--- src/rtl/line_sensor_adc_reader.sv ---
`timescale 1ns/1ps
`default_nettype none
// ============================================================================
// Module   : line_sensor_adc_reader
// Brief    : Round-robin SPI reader for an ADC128S022-style ADC sampling the
//            left/center/right IR line sensors, with thresholded line bits.
// Revision : 1.0
// ============================================================================
module line_sensor_adc_reader #(
    parameter int unsigned CLK_DIV     = 16,
    parameter logic [2:0]  LEFT_CH     = 3'd0,
    parameter logic [2:0]  CENTER_CH   = 3'd1,
    parameter logic [2:0]  RIGHT_CH    = 3'd2,
    parameter logic [11:0] LINE_THRESH = 12'd500
) (
    input  logic        clk,
    input  logic        rst,
    input  logic        en,
    input  logic        adc_dout,
    output logic        adc_cs_n,
    output logic        adc_sclk,
    output logic        adc_din,
    output logic [11:0] left_sensor,
    output logic [11:0] center_sensor,
    output logic [11:0] right_sensor,
    output logic [2:0]  line_bits,
    output logic        sample_valid
);
    localparam int unsigned DIV_W = $clog2(CLK_DIV);
    localparam logic [1:0]  IDX_L = 2'd0;
    localparam logic [1:0]  IDX_C = 2'd1;
    localparam logic [1:0]  IDX_R = 2'd2;

    typedef enum logic [1:0] {
        IDLE     = 2'd0,
        CS_SETUP = 2'd1,
        SHIFT    = 2'd2,
        CS_HOLD  = 2'd3
    } state_t;

    state_t           state_q;
    logic [DIV_W-1:0] div_cnt_q;
    logic [3:0]       bit_cnt_q;
    logic             half_q;
    logic [11:0]      shift_q;
    logic [1:0]       addr_idx_q;
    logic [1:0]       res_idx_q;
    logic             primed_q;
    logic             cs_n_q;
    logic             sclk_q;
    logic             din_q;
    logic [11:0]      left_q;
    logic [11:0]      center_q;
    logic [11:0]      right_q;
    logic [2:0]       line_q;
    logic             valid_q;

    logic [1:0]       addr_idx_d;
    logic [2:0]       cur_addr;
    logic [15:0]      frame_din;
    logic             div_last;

    always_comb begin
        case (addr_idx_q)
            IDX_C:   cur_addr = CENTER_CH;
            IDX_R:   cur_addr = RIGHT_CH;
            default: cur_addr = LEFT_CH;
        endcase
        addr_idx_d = (addr_idx_q == IDX_R) ? IDX_L : addr_idx_q + 2'd1;
        frame_din  = {2'b00, cur_addr, 11'b0};
    end

    assign div_last = (div_cnt_q == DIV_W'(CLK_DIV - 1));

    always_ff @(posedge clk) begin
        if (rst) begin
            state_q    <= IDLE;
            div_cnt_q  <= '0;
            bit_cnt_q  <= 4'd0;
            half_q     <= 1'b0;
            shift_q    <= 12'd0;
            addr_idx_q <= IDX_L;
            res_idx_q  <= IDX_L;
            primed_q   <= 1'b0;
            cs_n_q     <= 1'b1;
            sclk_q     <= 1'b1;
            din_q      <= 1'b0;
            left_q     <= 12'd0;
            center_q   <= 12'd0;
            right_q    <= 12'd0;
            line_q     <= 3'b000;
            valid_q    <= 1'b0;
        end else begin
            valid_q <= 1'b0;
            case (state_q)
                IDLE: begin
                    div_cnt_q <= '0;
                    if (en) begin
                        state_q <= CS_SETUP;
                        cs_n_q  <= 1'b0;
                    end else begin
                        primed_q   <= 1'b0;
                        addr_idx_q <= IDX_L;
                    end
                end
                CS_SETUP: begin
                    if (div_last) begin
                        div_cnt_q <= '0;
                        state_q   <= SHIFT;
                        sclk_q    <= 1'b0;
                        din_q     <= frame_din[15];
                        bit_cnt_q <= 4'd0;
                        half_q    <= 1'b0;
                    end else begin
                        div_cnt_q <= div_cnt_q + 1'b1;
                    end
                end
                SHIFT: begin
                    if (!div_last) begin
                        div_cnt_q <= div_cnt_q + 1'b1;
                    end else begin
                        div_cnt_q <= '0;
                        if (!half_q) begin
                            // ADC data is sampled on the edge that raises SCLK
                            sclk_q  <= 1'b1;
                            half_q  <= 1'b1;
                            shift_q <= {shift_q[10:0], adc_dout};
                        end else if (bit_cnt_q == 4'd15) begin
                            state_q    <= CS_HOLD;
                            cs_n_q     <= 1'b1;
                            sclk_q     <= 1'b1;
                            din_q      <= 1'b0;
                            primed_q   <= 1'b1;
                            res_idx_q  <= addr_idx_q;
                            addr_idx_q <= addr_idx_d;
                            // Result belongs to the address sent in the previous frame
                            if (primed_q) begin
                                case (res_idx_q)
                                    IDX_L: begin
                                        left_q    <= shift_q;
                                        line_q[2] <= (shift_q > LINE_THRESH);
                                    end
                                    IDX_C: begin
                                        center_q  <= shift_q;
                                        line_q[1] <= (shift_q > LINE_THRESH);
                                    end
                                    default: begin
                                        right_q   <= shift_q;
                                        line_q[0] <= (shift_q > LINE_THRESH);
                                        valid_q   <= 1'b1;
                                    end
                                endcase
                            end
                        end else begin
                            bit_cnt_q <= bit_cnt_q + 4'd1;
                            half_q    <= 1'b0;
                            sclk_q    <= 1'b0;
                            din_q     <= frame_din[4'd14 - bit_cnt_q];
                        end
                    end
                end
                default: begin
                    if (div_last) begin
                        div_cnt_q <= '0;
                        state_q   <= IDLE;
                    end else begin
                        div_cnt_q <= div_cnt_q + 1'b1;
                    end
                end
            endcase
        end
    end

    assign adc_cs_n      = cs_n_q;
    assign adc_sclk      = sclk_q;
    assign adc_din       = din_q;
    assign left_sensor   = left_q;
    assign center_sensor = center_q;
    assign right_sensor  = right_q;
    assign line_bits     = line_q;
    assign sample_valid  = valid_q;

endmodule
`default_nettype wire

--- config.mk ---
export PLATFORM = sky130hd
export DESIGN_NAME = line_sensor_adc_reader
export DESIGN_NICKNAME = d
export VERILOG_FILES = /design/src/rtl/line_sensor_adc_reader.sv
export SDC_FILE = /design/constraint.sdc
export NUM_CORES = 1
export LEC_CHECK = 0
export ABC_AREA = 1
export CORE_AREA = 8 8 96 72
export DETAILED_ROUTE_END_ITERATION = 16
export DIE_AREA = 0 0 104 80
export PLACE_DENSITY_LB_ADDON = 0.15
export SYNTH_ARGS = -nofsm -noshare
export SYNTH_HDL_FRONTEND = slang
export SYNTH_SLANG_ARGS = --single-unit
--- constraint.sdc ---
create_clock -name clk -period 3.04 [get_ports clk]
set_clock_uncertainty 0.05 [all_clocks]
set_input_delay 0.304 -clock clk [delete_from_list [all_inputs] [get_ports clk]]
set_output_delay 0.304 -clock clk [all_outputs]
set_load 0.005 [all_outputs]
==> impl_metrics.py, run 1 <==
metrics = {
    "clocking": {
        "clk_latency_ns": 0.35,
        "cts_root_buf": "clkbuf_8",
        "clock-sinks": 71,
        "hold_buffers": 0,
        "cts_tree": "yes",
        "numCtsBuffers": 9,
        "path_clk_slew_ns": 0.08,
        "post_cts_resized": 0,
        "h-tree-depth": 3,
        "postCtsSetupBuffers": 0,
        "max-clock-path-buffers": 2,
    },
    "grt": {
        "grt_use_total_pct": 18.78,
        "overflow": 0,
        "grt_first_pass_wirelength_um": 12740,
        "antenna_found_initial": 0,
        "first_global_vias": 2543,
        "grt_max_degree": 29,
    },
    "pwr": {
        "power_leakage_nw": 1.379,
        "clock_power_share_pct": 39.0,
        "power_switching_uw": 550.4,
        "vdd_drop_max_v": 0.0003856,
        "switching_share_pct": 27.72,
        "intPower_mw": 1.435,
        "p_per_area_nw_per_um2": 542.7,
        "comb_power_share_pct": 12.5,
        "seq_power_share_pct": 48.5,
    },
    "synth": {
        "synth_seq_cells": 71,
        "synth.net_count": 407,
        "syn-instance-count": 398,
        "synth_edf_count": 0,
        "synth_top_area_cell": "dfxtp_1",
        "yosysTopAreaCellShare_pct": 47.51,
        "ys_types": 26,
        "yosys-top-cells-area": "dfxtp_1, nor2_1, nand2_1, a21oi_1, nand4_1",
        "async_reset_ff_share_pct": 0,
        "ys_warn_count": 0,
        "yosys.cell_count.top_type": "dfxtp_1",
        "synth_common_cells": "dfxtp_1, nor2_1, nand2_1, a21oi_1, o21ai_0",
        "netlist_area_um2": 2992,
        "postSynthAreaPerCell_um2": 7.517,
        "ys_seq_area_share_pct": 47.51,
        "synth_ff_type": "dfxtp_1",
    },
    "worst_hold_path": {
        "whs_endpoint": "div_cnt_q[0]$_SDFF_PP0_",
        "min_from": "div_cnt_q[0]$_SDFF_PP0_",
        "whs_path_depth": 1,
        "hp-class": "reg -> reg",
    },
    "floorplanning": {
        "dieHeight_um": 80,
        "ios": 47,
        "num_rows": 23,
        "die_area_um2": 8320,
        "initial_core_util_pct": 54.71,
        "core_area_um2": 5468,
        "die_w_um": 104,
    },
    "sta": {
        "setup_viol": 0,
        "hold_slack_ns": 0.4028,
        "fmax_ghz": 0.4622,
        "maxSlewHeadroom_pct": 57.61,
        "period_minus_slack_ns": 2.164,
        "hold_violations": 0,
        "slew_viol_final": 0,
        "fin_setup_tns_ns": 0,
        "tightest_slew_ns": 0.6351,
        "rsz0062_at_grt": "false",
        "timing.final.crit_share_pct": 71.17,
        "worst_slack_ns": 0.8763,
    },
    "layout": {
        "drive_gt1_share_pct": 7.029,
        "finalNetCount": 445,
        "n_antenna_cell": 0,
        "area_growth_syn_to_layout_pct": 22.29,
        "layout.cells.non_filler": 516,
        "n_fill_cell": 462,
    },
    "routing": {
        "ant_nets": 0,
        "via_count": 2778,
        "dr.pass1.iters": 7,
        "vias_per_cell": 5.384,
        "wire_per_inst_um": 14.82,
        "routed_wl_um": 7647,
        "drc": 0,
        "drtIter0Drc": 340,
    },
    "outcome": {
        "outcome": "completed",
    },
    "place": {
        "place_hpwl_um": 5350,
        "port_buffers": 46,
        "dp_cells": 500,
        "gp_congestion": 0.8777,
        "post-place-ws_ns": 0.9597,
    },
    "critical_path": {
        "cp.required_ns": 3.22,
        "path_max_fanout": 14,
        "worstSetupPathType": "reg -> reg",
        "worstReg2RegEnd": "shift_q[2]$_SDFFE_PP0P_",
        "worstSetupEndpointType": "register",
        "reg2regPathDepth": 7,
        "r2r_start": "state_q[0]$_SDFFE_PP0P_",
        "ff2ff_setup_slack_ns": 0.88,
        "arrival_ns": 2.34,
        "critPathLaunchType": "register",
    },
    "flow_run": {
        "cap_violations": 0,
    },
}
[layout make-up]
type                       count  area, µm²  area share [%]
sequential                    71       1421           38.85
multi-input combinational    275       1345           36.76
timing repair buffer          48      475.5           13.00
clock buffer                  10      137.6           3.762
inverter                      31      116.4           3.181
tap                           75      93.84           2.565
clock inverter                 6      68.82           1.881
[metal layers]
| metal | wire length (µm) | share of wire (%) | track usage (%) | up-vias |
|---|---|---|---|---|
| met5 | 0 | 0 | 0 | - |
| met4 | 82 | 1.1 | 6.331 | 0 |
| met3 | 626 | 8.2 | 6.129 | 10 |
| met2 | 3194 | 42 | 27.33 | 97 |
| met1 | 3744 | 49 | 25.53 | 1279 |
| li1 | - | - | - | 1392 |
[worst max-delay path by stage]
| stage | startpoint | end | slack (ns) | cells past startpoint |
|---|---|---|---|---|
| 6_report | state_q[0]$_SDFFE_PP0P_ | shift_q[2]$_SDFFE_PP0P_ | 0.88 | 7 |
| 3_5_place_dp | state_q[0]$_SDFFE_PP0P_ | line_bits[1]$_SDFFE_PP0P_ | 0.96 | 8 |
| 5_1_grt | state_q[0]$_SDFFE_PP0P_ | shift_q[8]$_SDFFE_PP0P_ | 0.66 | 7 |
| 4_1_cts | state_q[0]$_SDFFE_PP0P_ | line_bits[1]$_SDFFE_PP0P_ | 0.92 | 8 |
| 2_1_floorplan | bit_cnt_q[0]$_SDFFE_PP0P_ | right_sensor[10]$_SDFFE_PP0P_ | 1.48 | 7 |
| 3_3_place_gp | state_q[0]$_SDFFE_PP0P_ | line_bits[2]$_SDFFE_PP0P_ | 0.97 | 8 |
[sequential cells by signal, summed over array words and instances, names as in the netlist]
register and flops:
adc_cs_n 1, adc_din 1, adc_sclk 1, addr_idx_q 2, bit_cnt_q 4, center_sensor 12, div_cnt_q 4, half_q 1
left_sensor 12, line_bits 3, primed_q 1, res_idx_q 2, right_sensor 12, sample_valid 1, shift_q 12, state_q 2
[logic make-up (layout without fill, tap and decap cells)]
kind of cell    Yosys count  in the layout  share of synthesized area (%)
xor+xnor                  2              2                         0.5856
buf+inv                  52             95                          7.528
fa+ha+maj                 5              5                          2.091
simple gates            194            194                          29.82
flops                    71             71                          47.51
compound gates           74             74                          12.46
[layout by cell type (no fill, tap or decap)]
cell / netlist / routed
a21oi_1: 40 / 40
buf_4: 3 / 2
bufinv_16: 0 / 1
clkbuf_8: 0 / 10
clkdlybuf4s50_1: 0 / 46
clkinv_2: 0 / 1
clkinv_4: 0 / 2
clkinvlp_4: 0 / 1
dfxtp_1: 71 / 71
ha_1: 5 / 5
inv_1: 29 / 29
inv_2: 2 / 2
inv_6: 0 / 1
nand2_1: 68 / 68
nand2_2: 2 / 2
nand3_1: 15 / 15
nand3_2: 3 / 3
nand3_4: 1 / 1
nand4_1: 29 / 29
nor2_1: 69 / 69
nor2_2: 3 / 3
nor2_8: 1 / 1
nor3_1: 1 / 1
nor3_2: 1 / 1
nor3b_1: 1 / 1
o21ai_0: 33 / 33
o21bai_1: 1 / 1
xnor2_1: 1 / 1
xor2_1: 1 / 1
[through the flow]
| step | instance area [µm²] | power (mW) | utilization, % |
|---|---|---|---|
| final | 3659 | 1.986 | 66.91 |
| after global routing | 3659 | 2.063 | 66.91 |
| after CTS | 3659 | 1.991 | 66.91 |
| after detailed placement | 3452 | 1.226 | 63.14 |
| after global placement | 3452 | 1.219 | 63.14 |
| after floorplan | 2992 | 1.162 | - |
[power by group through the flow]
| stage | combinational, mW | clock, mW | sequential [mW] |
|---|---|---|---|
| floorplan | 0.179 | 0 | 0.983 |
| global placement | 0.235 | 0 | 0.984 |
| detailed placement | 0.242 | 0 | 0.984 |
| CTS | 0.244 | 0.784 | 0.963 |
| global route | 0.279 | 0.819 | 0.965 |
| finish | 0.249 | 0.774 | 0.963 |
[worst max-delay path, stage by stage (launching register included)]
cell and delay (ns):
dfxtp_1 0.32, inv_1 0.10, ha_1 0.37, nand2_1 0.18
nor2_2 0.41, inv_1 0.28, o21ai_0 0.26, a21oi_1 0.08
(Power assumes the default switching activity.)
==> run 2, diff against run 1 <==
Settings changed: CORE_AREA 8 8 96 72 to 8 8 104 78, DIE_AREA 0 0 104 80 to 0 0 112 86.
Clock period 3.04 ns to 1.85 ns, I/O delays scaled along.
==> impl_metrics.py, run 2 (same netlist as run 1, synthesis figures left out) <==
metrics = {
    "critical_path": {
        "worstSetupPathType": "reg -> reg",
        "r2r_start": "state_q[0]$_SDFFE_PP0P_",
        "cp.required_ns": 2.03,
        "path_max_fanout": 15,
        "ff2ff_setup_slack_ns": 0.14,
        "worstSetupEndpointType": "register",
        "arrival_ns": 1.90,
        "reg2regPathDepth": 7,
        "critPathLaunchType": "register",
        "worstReg2RegEnd": "right_sensor[5]$_SDFFE_PP0P_",
    },
    "floorplanning": {
        "ios": 47,
        "die_w_um": 112,
        "core_area_um2": 6506,
        "die_area_um2": 9632,
        "num_rows": 25,
        "initial_core_util_pct": 45.98,
        "dieHeight_um": 86,
    },
    "layout": {
        "drive_gt1_share_pct": 9.934,
        "finalNetCount": 457,
        "final_common_cell": "dfxtp_1",
        "area_growth_syn_to_layout_pct": 27.02,
        "post-route-cell-area_um2": 3800,
        "n_antenna_cell": 0,
        "layout_common_cells": "dfxtp_1, nand2_1, nor2_1, clkdlybuf4s50_1, a21oi_1",
    },
    "sta": {
        "maxSlewHeadroom_pct": 77.99,
        "period_minus_slack_ns": 1.712,
        "rsz0062_at_grt": "true",
        "worst_slack_ns": 0.1381,
        "setup_viol": 0,
        "slew_viol_final": 0,
        "hold_slack_ns": 0.3968,
        "fmax_ghz": 0.5841,
        "hold_violations": 0,
        "tightest_slew_ns": 0.3298,
        "timing.final.crit_share_pct": 92.54,
    },
    "grt": {
        "grt_first_pass_wirelength_um": 12680,
        "grt_max_degree": 29,
        "grt_use_total_pct": 16.47,
        "antenna_found_initial": 0,
        "first_global_vias": 2547,
        "overflow": 0,
    },
    "place": {
        "post-place-ws_ns": 0.1181,
        "placed_area_um2": 3550,
        "place_hpwl_um": 5366,
        "gp_congestion": 0.8416,
        "port_buffers": 46,
    },
    "worst_hold_path": {
        "min_from": "adc_dout",
        "whs_endpoint": "shift_q[0]$_SDFFE_PP0P_",
        "whs_path_depth": 3,
        "hp-class": "in -> reg",
    },
    "clocking": {
        "clock-sinks": 71,
        "hold_buffers": 0,
        "max-clock-path-buffers": 2,
        "h-tree-depth": 3,
        "cts_root_buf": "clkbuf_8",
        "numCtsBuffers": 9,
        "postCtsSetupBuffers": 0,
        "cts_tree": "yes",
        "clk_latency_ns": 0.34,
        "path_clk_slew_ns": 0.08,
        "post_cts_resized": 0,
    },
    "routing": {
        "via_count": 2748,
        "drc": 0,
        "vias_per_cell": 5.146,
        "routed_wl_um": 7550,
        "wire_per_inst_um": 14.14,
        "ant_nets": 0,
        "dr.pass1.iters": 5,
        "drtIter0Drc": 191,
    },
    "flow_run": {
        "cap_violations": 0,
    },
    "pwr": {
        "p_per_area_nw_per_um2": 914.2,
        "intPower_mw": 2.589,
        "comb_power_share_pct": 12.5,
        "seq_power_share_pct": 45.5,
        "power_leakage_nw": 1.458,
        "vdd_drop_max_v": 0.0004504,
        "switching_share_pct": 25.47,
        "clock_power_share_pct": 42.0,
        "power_switching_uw": 884.7,
    },
    "outcome": {
        "outcome": "completed",
    },
}
-- run 2: changes by cell type in the layout (fill, tap and decap cells not counted), sizes merged --
| cell | delta |
|---|---|
| buf | +12 |
| clkbuf | +2 |
| inv | -1 |
| bufinv | +1 |
| clkinv | -2 |
-- run 2: critical path: stages (launching register included) --
cell,delay (ns)
dfxtp_1,0.32
inv_1,0.09
ha_2,0.31
inv_1,0.09
nor2_1,0.20
nand2_2,0.19
o21ai_0,0.29
nor2_1,0.07
-- run 2: layout make-up --
type                    count  area (µm²)
clock buffers              12       165.2
clock inverters             4       76.32
fillers                   597        2706
inverters                  31       116.4
multi-input cells         275        1350
flip-flops and latches     71        1421
well taps                  81       101.3
repair buffers             60       569.3
-- run 2: worst max path at each step --
stage | startpoint | end
floorplan | bit_cnt_q[0]$_SDFFE_PP0P_ | right_sensor[3]$_SDFFE_PP0P_
global placement | state_q[0]$_SDFFE_PP0P_ | line_bits[2]$_SDFFE_PP0P_
detailed placement | state_q[0]$_SDFFE_PP0P_ | bit_cnt_q[0]$_SDFFE_PP0P_
CTS | state_q[0]$_SDFFE_PP0P_ | bit_cnt_q[0]$_SDFFE_PP0P_
global route | state_q[0]$_SDFFE_PP0P_ | right_sensor[5]$_SDFFE_PP0P_
finish | state_q[0]$_SDFFE_PP0P_ | right_sensor[5]$_SDFFE_PP0P_
-- run 2: routing by layer --
metal / track usage (%) / up-vias / wire [µm]
li1: - / 1420 / -
met1: 22.78 / 1242 / 3870
met2: 22.48 / 82 / 3013
met3: 5.891 / 4 / 637
met4: 6.585 / 0 / 27
met5: 0 / - / 0
-- run 2: through the flow --
step	total power, mW	instances	setup TNS (ns)	utilization (%)
global route	3.657	534	-0.02838	58.40
global placement	2.035	518	0	54.56
finish	3.474	534	0	58.40
floorplan	1.910	398	0	-
CTS	3.503	534	0	58.27
detailed placement	2.043	518	0	54.56
-- run 2: power groups by stage --
stage | Clock (mW) | Sequential (mW) | Combinational (mW)
4_1_cts | 1.49 | 1.58 | 0.428
2_1_floorplan | 0 | 1.62 | 0.294
5_1_grt | 1.57 | 1.59 | 0.501
6_report | 1.46 | 1.58 | 0.433
3_5_place_dp | 0 | 1.62 | 0.425
3_3_place_gp | 0 | 1.62 | 0.418
